$ cat config.mk
export PLATFORM = sky130hd
export DESIGN_NAME = circuit_equiv_sweeper
export DESIGN_NICKNAME = d
export VERILOG_FILES = /design/src/rtl/circuitgen_eq_pkg.sv /design/src/rtl/eq_misr.sv /design/src/rtl/circuit_equiv_sweeper.sv
export SDC_FILE = /design/constraint.sdc
export NUM_CORES = 1
export LEC_CHECK = 0
export CORE_ASPECT_RATIO = 1.4
export CORE_UTILIZATION = 50
export DETAILED_ROUTE_END_ITERATION = 12
export PLACE_DENSITY = 0.89
export SYNTH_ARGS = -nofsm -noshare
export SYNTH_HDL_FRONTEND = slang
export SYNTH_HIERARCHICAL = 1
export SYNTH_SLANG_ARGS = --single-unit
$ cat constraint.sdc
create_clock -name clk -period 3.9 [get_ports clk]
set_input_delay 0.39 -clock clk [delete_from_list [all_inputs] [get_ports clk]]
set_output_delay 0.39 -clock clk [all_outputs]
set_load 0.01 [all_outputs]
$ cat src/rtl/circuitgen_eq_pkg.sv
// Shared types and defaults for the exhaustive equivalence sweeper.
// Holds the sweep FSM state encoding and the default MISR constants.
package circuitgen_eq_pkg;

  typedef enum logic [1:0] {
    S_IDLE,
    S_RUN,
    S_DONE
  } state_e;

  localparam int          SIG_W_DEF    = 16;
  localparam logic [15:0] SIG_POLY_DEF = 16'h1021;
  localparam logic [15:0] SIG_SEED_DEF = 16'hFFFF;

endpackage

$ cat src/rtl/eq_misr.sv
// Multiple-input signature register compressing one CUT output stream.
// clr reloads the seed; en folds d into the signature.
module eq_misr
  import circuitgen_eq_pkg::*;
#(
  parameter int               SIG_W    = SIG_W_DEF,
  parameter logic [SIG_W-1:0] SIG_POLY = SIG_W'(SIG_POLY_DEF),
  parameter logic [SIG_W-1:0] SIG_SEED = {SIG_W{1'b1}}
) (
  input  logic             clk,
  input  logic             rst,
  input  logic             clr,
  input  logic             en,
  input  logic [SIG_W-1:0] d,
  output logic [SIG_W-1:0] sig
);

  logic [SIG_W-1:0] sig_q;
  logic [SIG_W-1:0] sig_d;
  logic [SIG_W-1:0] fb;

  assign fb = sig_q[SIG_W-1] ? SIG_POLY : '0;

  always_comb begin
    sig_d = sig_q;
    if (clr) begin
      sig_d = SIG_SEED;
    end else if (en) begin
      sig_d = {sig_q[SIG_W-2:0], 1'b0} ^ fb ^ d;
    end
  end

  always_ff @(posedge clk) begin
    if (rst) begin
      sig_q <= SIG_SEED;
    end else begin
      sig_q <= sig_d;
    end
  end

  assign sig = sig_q;

endmodule

$ cat src/rtl/circuit_equiv_sweeper.sv
// Drives every input vector into two CUT copies, counts masked output
// mismatches, records the first failing vector and signs both streams.
module circuit_equiv_sweeper
  import circuitgen_eq_pkg::*;
#(
  parameter int               N_IN     = 4,
  parameter int               N_OUT    = 9,
  parameter int               DUT_LAT  = 0,
  parameter int               SIG_W    = SIG_W_DEF,
  parameter logic [SIG_W-1:0] SIG_POLY = SIG_W'(SIG_POLY_DEF),
  parameter logic [SIG_W-1:0] SIG_SEED = {SIG_W{1'b1}}
) (
  input  logic             clk,
  input  logic             rst,
  input  logic             start,
  input  logic             abort,
  input  logic [N_OUT-1:0] cmp_mask,
  output logic [N_IN-1:0]  x,
  input  logic [N_OUT-1:0] f_a,
  input  logic [N_OUT-1:0] f_b,
  output logic             busy,
  output logic             done,
  output logic             equal,
  output logic [N_IN:0]    mismatch_cnt,
  output logic             first_fail_v,
  output logic [N_IN-1:0]  first_fail_x,
  output logic [SIG_W-1:0] sig_a,
  output logic [SIG_W-1:0] sig_b
);

  localparam int WC_W = (DUT_LAT > 0) ? $clog2(DUT_LAT + 1) : 1;
  localparam logic [WC_W-1:0] WC_MAX = WC_W'(DUT_LAT);
  localparam logic [N_IN-1:0] X_MAX  = '1;

  state_e           state_q, state_d;
  logic [N_IN-1:0]  x_q, x_d;
  logic [WC_W-1:0]  wcnt_q, wcnt_d;
  logic [N_IN:0]    cnt_q, cnt_d;
  logic             ffv_q, ffv_d;
  logic [N_IN-1:0]  ffx_q, ffx_d;
  logic [N_OUT-1:0] mask_q, mask_d;

  logic go;
  logic run_ok;
  logic last_w;
  logic sample;
  logic miss;

  assign go     = start & ~abort & (state_q != S_RUN);
  assign run_ok = (state_q == S_RUN) & ~abort;
  assign last_w = (wcnt_q == WC_MAX);
  assign sample = run_ok & last_w;
  assign miss   = |((f_a ^ f_b) & mask_q);

  always_ff @(posedge clk) begin
    if (rst) begin
      state_q <= S_IDLE;
    end else begin
      state_q <= state_d;
    end
  end

  always_comb begin
    state_d = state_q;
    unique case (state_q)
      S_IDLE: begin
        if (go) state_d = S_RUN;
      end
      S_RUN: begin
        if (abort) begin
          state_d = S_IDLE;
        end else if (sample && (x_q == X_MAX)) begin
          state_d = S_DONE;
        end
      end
      S_DONE: begin
        if (abort) begin
          state_d = S_IDLE;
        end else if (go) begin
          state_d = S_RUN;
        end
      end
      default: state_d = S_IDLE;
    endcase
  end

  always_comb begin
    busy  = (state_q == S_RUN);
    done  = (state_q == S_DONE);
    equal = (state_q == S_DONE) && (cnt_q == '0);
  end

  // f_a/f_b only reach state under sample, so X elsewhere is harmless
  always_comb begin
    x_d    = x_q;
    wcnt_d = wcnt_q;
    cnt_d  = cnt_q;
    ffv_d  = ffv_q;
    ffx_d  = ffx_q;
    mask_d = mask_q;
    if (go) begin
      x_d    = '0;
      wcnt_d = '0;
      cnt_d  = '0;
      ffv_d  = 1'b0;
      ffx_d  = '0;
      mask_d = cmp_mask;
    end else if (run_ok) begin
      if (last_w) begin
        wcnt_d = '0;
        if (miss) begin
          cnt_d = cnt_q + 1'b1;
          if (!ffv_q) begin
            ffv_d = 1'b1;
            ffx_d = x_q;
          end
        end
        if (x_q != X_MAX) x_d = x_q + 1'b1;
      end else begin
        wcnt_d = wcnt_q + 1'b1;
      end
    end
  end

  always_ff @(posedge clk) begin
    if (rst) begin
      x_q    <= '0;
      wcnt_q <= '0;
      cnt_q  <= '0;
      ffv_q  <= 1'b0;
      ffx_q  <= '0;
      mask_q <= '0;
    end else begin
      x_q    <= x_d;
      wcnt_q <= wcnt_d;
      cnt_q  <= cnt_d;
      ffv_q  <= ffv_d;
      ffx_q  <= ffx_d;
      mask_q <= mask_d;
    end
  end

  assign x            = x_q;
  assign mismatch_cnt = cnt_q;
  assign first_fail_v = ffv_q;
  assign first_fail_x = ffx_q;

  eq_misr #(
    .SIG_W   (SIG_W),
    .SIG_POLY(SIG_POLY),
    .SIG_SEED(SIG_SEED)
  ) u_misr_a (
    .clk(clk),
    .rst(rst),
    .clr(go),
    .en (sample),
    .d  (SIG_W'(f_a)),
    .sig(sig_a)
  );

  eq_misr #(
    .SIG_W   (SIG_W),
    .SIG_POLY(SIG_POLY),
    .SIG_SEED(SIG_SEED)
  ) u_misr_b (
    .clk(clk),
    .rst(rst),
    .clr(go),
    .en (sample),
    .d  (SIG_W'(f_b)),
    .sig(sig_b)
  );

endmodule
==> summary.txt, run 1 <==
Worst Max-Slew Pin Slew: 1.035 ns
Arr. time, crit path: 2.68 ns
drt first pass iters: 4
Initial DRC Count: 164
DRC violations left: 0
post_cts resized: 0
hold_buf cts: 0
Peak VDD IR: 0.2336 mV
later-pin clock latency in the skew report: 0.34 ns
Final Util: 0.7220
CTS tree: yes
GR Util met1: 0.2739
DIE WIDTH: 64.01 µm
mapped cell area: 2691 µm²
Yosys cell types: 38
total grt overflow: 0
Crit. End Element: flop
Synth Register Bits: 57
Post-Route WL: 6.548 mm
Power Internal: 0.9596 mW
Hold Violations, Final: 0
min-delay worst type: reg2reg
worst-path fanout max: 16
Die Ht: 88.81 µm
switching share of power: 0.2548
Final Slew Violations: 0
nets: 403
GP Congestion: 0.7923
status: finished, final reports clean
cell breakdown of the critical path: nor2b_1 -> nor2_1 -> nor2_1 -> o211ai_1
final clock skew: 0.007662 ns
most frequent CP cell: nor2_1
clk slew on worst S/H paths: 0.06 ns
fill count: 376
Core Footprint: 5159 µm²
number of synthesized flops with an enable pin: 0
GRT busiest layer: met2
sequential share of power: 0.477
H-tree depth: 3
IO Pins: 80
leakage: 1.517 nW
antenna violations before repair: 0
layout cells sized above 1: 0.05348
Initial Utilization: 0.5217
ys async rst share: 0
crit-path max cell delay: 0.87 ns
global router's overall resource usage: 0.2444
Worst EP required: 4.06 ns
Tcrit/Tclk final: 0.6464
Mapped Cells: 279
DIE AREA: 5684 µm²
relative slew slack: 0.3075
pin count of the biggest net entering global routing: 41
pwr dens: 345.7 nW/µm²
root buf cell: clkbuf_8
Setup Buffers After CTS: 0
I/O Buffers: 79
Crit Path Class: reg2reg
first-pass GRT wire length: 10.49 mm
max-cap violations: 0
CTS sink cnt: 57
area of the multi-input gates: 1494 µm²
setup_tns: 0 ns
Final setup viols: 0
global routing usage on met3: 0.05928
Std-Cell Rows: 31
clock network power share: 0.377
Tmin final: 2.521 ns
Ys Warns: 6
Syn-to-layout area delta: 38.40%
TritonCTS buffer count: 9
register area share after synthesis: 0.4240
syn avg cell area: 9.646 µm²
CP max-delay cell: nor2_1
routing usage on met2: 0.4168
RSZ-0062 raised after global routing: false
HPWL Detailed: 4.645 mm
Vias: 2379
Max Root-Sink Buffers: 2
antenna fix cells: 0
sequential cell area: 1141 µm²
logic gate share of total power: 0.146
sw power: 0.3281 mW
DR vias/cell: 5.407
Most used DFF post-synth: dfxtp_1
Fmax: 396.7 MHz
vias in the first global route: 2229
post-route ant nets: 0
routed len/inst: 14.88 µm
nature of the critical path startpoint: flop
==> layer usage <==
| layer | vias to the layer above | wire [µm] | share of wire |
|---|---|---|---|
| li1 | 1141 | - | - |
| met1 | 1114 | 2589 | 0.40 |
| met2 | 104 | 3313 | 0.51 |
| met3 | 20 | 382 | 0.058 |
| met4 | 0 | 263 | 0.040 |
| met5 | - | 0 | 0 |
==> through the flow <==
stage | worst slack, ns | instance area [µm²] | instances | total power, mW | hold slack (ns)
final | 1.379 | 3725 | 440 | 1.288 | 0.4831
after global placement | 1.296 | 3551 | 424 | 0.8086 | 0.4646
after global routing | 1.111 | 3725 | 440 | 1.339 | 0.5036
after detailed placement | 1.161 | 3551 | 424 | 0.8124 | 0.4723
after CTS | 1.374 | 3725 | 440 | 1.295 | 0.4806
after floorplan | 2.304 | 2740 | 292 | 0.7337 | 0.4531
==> worst paths after layout <==
path	start	end	slack, ns	cells after the start
worst max-delay path	state_q[0]$_SDFFE_PP0P_	u_misr_b/sig[13]$_SDFFE_PP1P_	1.38	4
worst min-delay path	mask_q[1]$_SDFFE_PP0P_	mask_q[1]$_SDFFE_PP0P_	0.48	2
worst max register to register	state_q[0]$_SDFFE_PP0P_	u_misr_b/sig[13]$_SDFFE_PP1P_	1.38	4
worst min register to register	mask_q[1]$_SDFFE_PP0P_	mask_q[1]$_SDFFE_PP0P_	0.48	2
==> sequential cells by signal (all words and copies together) (netlist names) <==
name          count
u_misr_a/sig     16
u_misr_b/sig     16
mask_q            9
mismatch_cnt      5
first_fail_x      4
x                 4
state_q           2
first_fail_v      1
==> logic make-up after synthesis <==
logic type / Yosys count / synth area share
other: 1 / 0.001393
XOR/XNOR: 43 / 0.1604
buffers and inverters: 20 / 0.03906
flip-flops: 57 / 0.4240
AND/OR/NAND/NOR: 84 / 0.1776
AO/OA/AOI/OAI: 70 / 0.1799
adder cells (fa/ha/maj): 3 / 0.01395
multiplexers: 1 / 0.003719
==> synthesized netlist by cell type (2+ instances only) <==
cell type	instances	area share
dfxtp_1	57	0.42
o211ai_1	34	0.095
nand2b_1	33	0.077
xnor2_1	29	0.094
a21oi_1	14	0.026
nand2_1	14	0.020
nor2_1	14	0.020
o21ai_0	12	0.022
xor2_1	10	0.033
clkbuf_1	7	0.0098
buf_2	5	0.0093
inv_1	5	0.0070
nand4b_1	5	0.016
or3_1	4	0.0093
xnor3_1	4	0.033
a22oi_1	3	0.0084
ha_1	3	0.014
nand4_1	3	0.0070
nor4_1	2	0.0046
o211ai_2	2	0.0093
or2b_1	2	0.0056
==> layout by cell type, fill, tap and decap left out, types with 3 or more instances in the layout <==
master           Yosys  layout
conb_1               1      14
xnor2_1             29      29
dfxtp_1             57      57
xor2_1              10      10
nand4_1              3       3
a22oi_1              3       3
a21oi_1             14      14
ha_1                 3       3
xnor3_1              4       4
nand4b_1             5       5
nor2_1              14      14
o211ai_1            34      34
clkinv_2             0       3
or3_1                4       4
clkbuf_8             0      11
o21ai_0             12      12
clkdlybuf4s50_1      0      79
inv_1                5       5
nand2_1             14      14
nand2b_1            33      33
==> power by group through the flow <==
stage	clock [mW]	sequential [mW]	combinational (mW)
after floorplan	0	0.629	0.104
after global placement	0	0.626	0.182
after detailed placement	0	0.627	0.185
after CTS	0.493	0.614	0.187
after global routing	0.519	0.616	0.203
final	0.485	0.615	0.188
==> cell type report <==
| type | instances | share of cell area |
|---|---|---|
| clock buffer | 13 | 0.04266 |
| tap | 66 | 0.02217 |
| timing repair buffer | 80 | 0.2143 |
| inverter | 6 | 0.009405 |
| clock inverter | 3 | 0.004031 |
| multi-input combinational | 215 | 0.4011 |
| sequential | 57 | 0.3063 |
==> critical path, delay by kind of cell, from the launching register on <==
family | cells | cell delay [ns]
compound gates | 1 | 0.19
simple gates | 3 | 1.78
flops | 1 | 0.36
Note: power is estimated with default switching activity, not from simulation.
==> run 2: changes to the inputs <==
--- a/config.mk
+++ b/config.mk
@@ -6,9 +6,9 @@
 export NUM_CORES = 1
 export LEC_CHECK = 0
 export CORE_ASPECT_RATIO = 1.4
-export CORE_UTILIZATION = 50
+export CORE_UTILIZATION = 42
 export DETAILED_ROUTE_END_ITERATION = 12
-export PLACE_DENSITY = 0.89
+export PLACE_DENSITY = 0.8
 export SYNTH_ARGS = -nofsm -noshare
 export SYNTH_HDL_FRONTEND = slang
 export SYNTH_HIERARCHICAL = 1
==> constraint.sdc (replaced) <==
create_clock -name clk -period 2.1 [get_ports clk]
set_input_delay 0.21 -clock clk [delete_from_list [all_inputs] [get_ports clk]]
set_output_delay 0.21 -clock clk [all_outputs]
set_load 0.01 [all_outputs]
==> summary.txt, run 2 (synthesized netlist as in run 1, its figures left out) <==
worst-path fanout max: 4 (-12)
met2 WL post-DR: 3.385 mm (+2.2%)
Final Util: 0.6243 (-0.09775)
fill count: 509 (+35%)
layout cells sized above 1: 0.07592 (+0.02244)
RSZ-0062 raised after global routing: false
CTS sink cnt: 57 (unchanged)
clk slew on worst S/H paths: 0.06 ns (about the same)
Final setup viols: 0 (unchanged)
I/O Buffers: 79 (unchanged)
H-tree depth: 3 (unchanged)
switching share of power: 0.2293 (-0.02542)
metal3 WL: 413 µm (+8.1%)
pwr dens: 715.2 nW/µm² (+110%)
post-route ant nets: 0 (unchanged)
Arr. time, crit path: 1.61 ns (-1.07 ns)
Core Footprint: 6211 µm² (+20%)
root buf cell: clkbuf_8
Syn-to-layout area delta: 44.07%
min-delay worst type: in2reg
DR vias/cell: 5.244 (-3.0%)
cell breakdown of the critical path: nor2b_1 -> clkdlybuf4s50_1
Fmax: 549.6 MHz
post_cts resized: 0 (unchanged)
leakage: 1.606 nW (+5.9%)
Power Internal: 2.137 mW (+120%)
CP max-delay cell: clkdlybuf4s50_1
GP Congestion: 0.8029 (+1.3%)
Max Root-Sink Buffers: 2 (unchanged)
pin count of the biggest net entering global routing: 23 (-44%)
Post-Route WL: 6.828 mm (+4.3%)
Hold WS: 0.4268 ns (-0.05634 ns)
CTS tree: yes
sw power: 0.6360 mW (+94%)
Die Ht: 96.72 µm (+8.9%)
IO Pins: 80 (unchanged)
DP Area: 3631 µm² (+2.3%)
nets: 411 (+2.0%)
final instance area: 3877 µm² (+4.1%)
commonest non-fill, non-tap cell in the layout: clkdlybuf4s50_1
TritonCTS buffer count: 9 (unchanged)
nature of the critical path startpoint: flop
routed len/inst: 15.04 µm (+1.1%)
WHS Path Cells: 3 (+1)
max layer used: met4
later-pin clock latency in the skew report: 0.33 ns (about the same)
Worst Max-Slew Pin Slew: 0.5591 ns (-0.4757 ns)
HPWL Detailed: 4.969 mm (+7.0%)
Vias: 2381 (+0.084%)
Crit Path Class: reg2out
WL met1: 2.923 mm (+13%)
crit-path max cell delay: 0.60 ns (-0.27 ns)
Setup Buffers After CTS: 0 (unchanged)
Peak VDD IR: 0.5105 mV (+120%)
DRC violations left: 0 (unchanged)
first-pass GRT wire length: 11.11 mm (+5.9%)
final clock skew: 0.01218 ns (+0.004519 ns)
relative slew slack: 0.6259 (+0.3183)
hold_buf cts: 0 (unchanged)
Initial Utilization: 0.4333 (-0.08839)
global router's overall resource usage: 0.2098 (-0.03455)
max-cap violations: 0 (unchanged)
Tcrit/Tclk final: 0.8664
Std-Cell Rows: 34 (+9.7%)
vias in the first global route: 2287 (+2.6%)
Hold Violations, Final: 0 (unchanged)
Final Slew Violations: 0 (unchanged)
clock network power share: 0.453 (+0.076)
DIE WIDTH: 69.66 µm (+8.8%)
antenna violations before repair: 0 (unchanged)
Crit. End Element: output port
sequential share of power: 0.412 (-0.065)
DIE AREA: 6737 µm² (+19%)
most frequent cells in the layout: clkdlybuf4s50_1, dfxtp_1, o211ai_1
Initial DRC Count: 228 (+39%)
Worst EP required: 1.89 ns (-2.17 ns)
Tmin final: 1.819 ns
total grt overflow: 0 (unchanged)
drt first pass iters: 4 (unchanged)
antenna fix cells: 0 (unchanged)
logic gate share of total power: 0.135 (-0.011)
status: finished, final reports clean
setup_tns: 0 ns (unchanged)
worst-case reg-to-reg path depth: 5 (+1)
run 2: final timing paths:
path | slack [ns] | to | start
max reg2reg | 0.38 | u_misr_b/sig[1]$_SDFFE_PP1P_ | state_q[0]$_SDFFE_PP0P_
max | 0.28 | busy | state_q[0]$_SDFFE_PP0P_
min reg2reg | 0.48 | mask_q[1]$_SDFFE_PP0P_ | mask_q[1]$_SDFFE_PP0P_
min | 0.43 | mask_q[4]$_SDFFE_PP0P_ | cmp_mask[4]
run 2: critical path: cells and delay by family, from the launching register on:
kind          cells  cell delay, ns
buf+inv           1            0.60
flops             1            0.36
simple gates      1            0.32
run 2: stage by stage:
step,instances,setup WS [ns],power [mW]
3_5_place_dp,438,0.08608,1.538
6_report,454,0.2805,2.773
2_1_floorplan,292,0.5777,1.363
4_1_cts,454,0.01644,2.792
5_1_grt,454,0.1546,2.883
3_3_place_gp,438,0.1167,1.532
run 2: final cells by class:
| type | instances | area (µm²) | area share |
|---|---|---|---|
| Multi-Input combinational cell | 215 | 1494 | 0.3853 |
| Sequential cell | 57 | 1141 | 0.2943 |
| Timing Repair Buffer | 88 | 873.3 | 0.2252 |
| Clock buffer | 11 | 141.4 | 0.03646 |
| Clock inverter | 5 | 102.6 | 0.02646 |
| Tap cell | 72 | 90.09 | 0.02323 |
| Inverter | 6 | 35.03 | 0.009035 |
run 2: power groups by stage:
stage | logic [mW] | clock network, mW | registers, mW
2_1_floorplan | 0.194 | 0 | 1.17
3_3_place_gp | 0.367 | 0 | 1.17
3_5_place_dp | 0.371 | 0 | 1.17
4_1_cts | 0.375 | 1.27 | 1.14
5_1_grt | 0.405 | 1.33 | 1.15
6_report | 0.374 | 1.26 | 1.14
run 2: layer usage:
layer / track usage / up-vias
met2: 0.3376 / 90
met3: 0.06458 / 6
met1: 0.2563 / 1126
met4: 0.09385 / 0
met5: 0 / -
li1: - / 1159
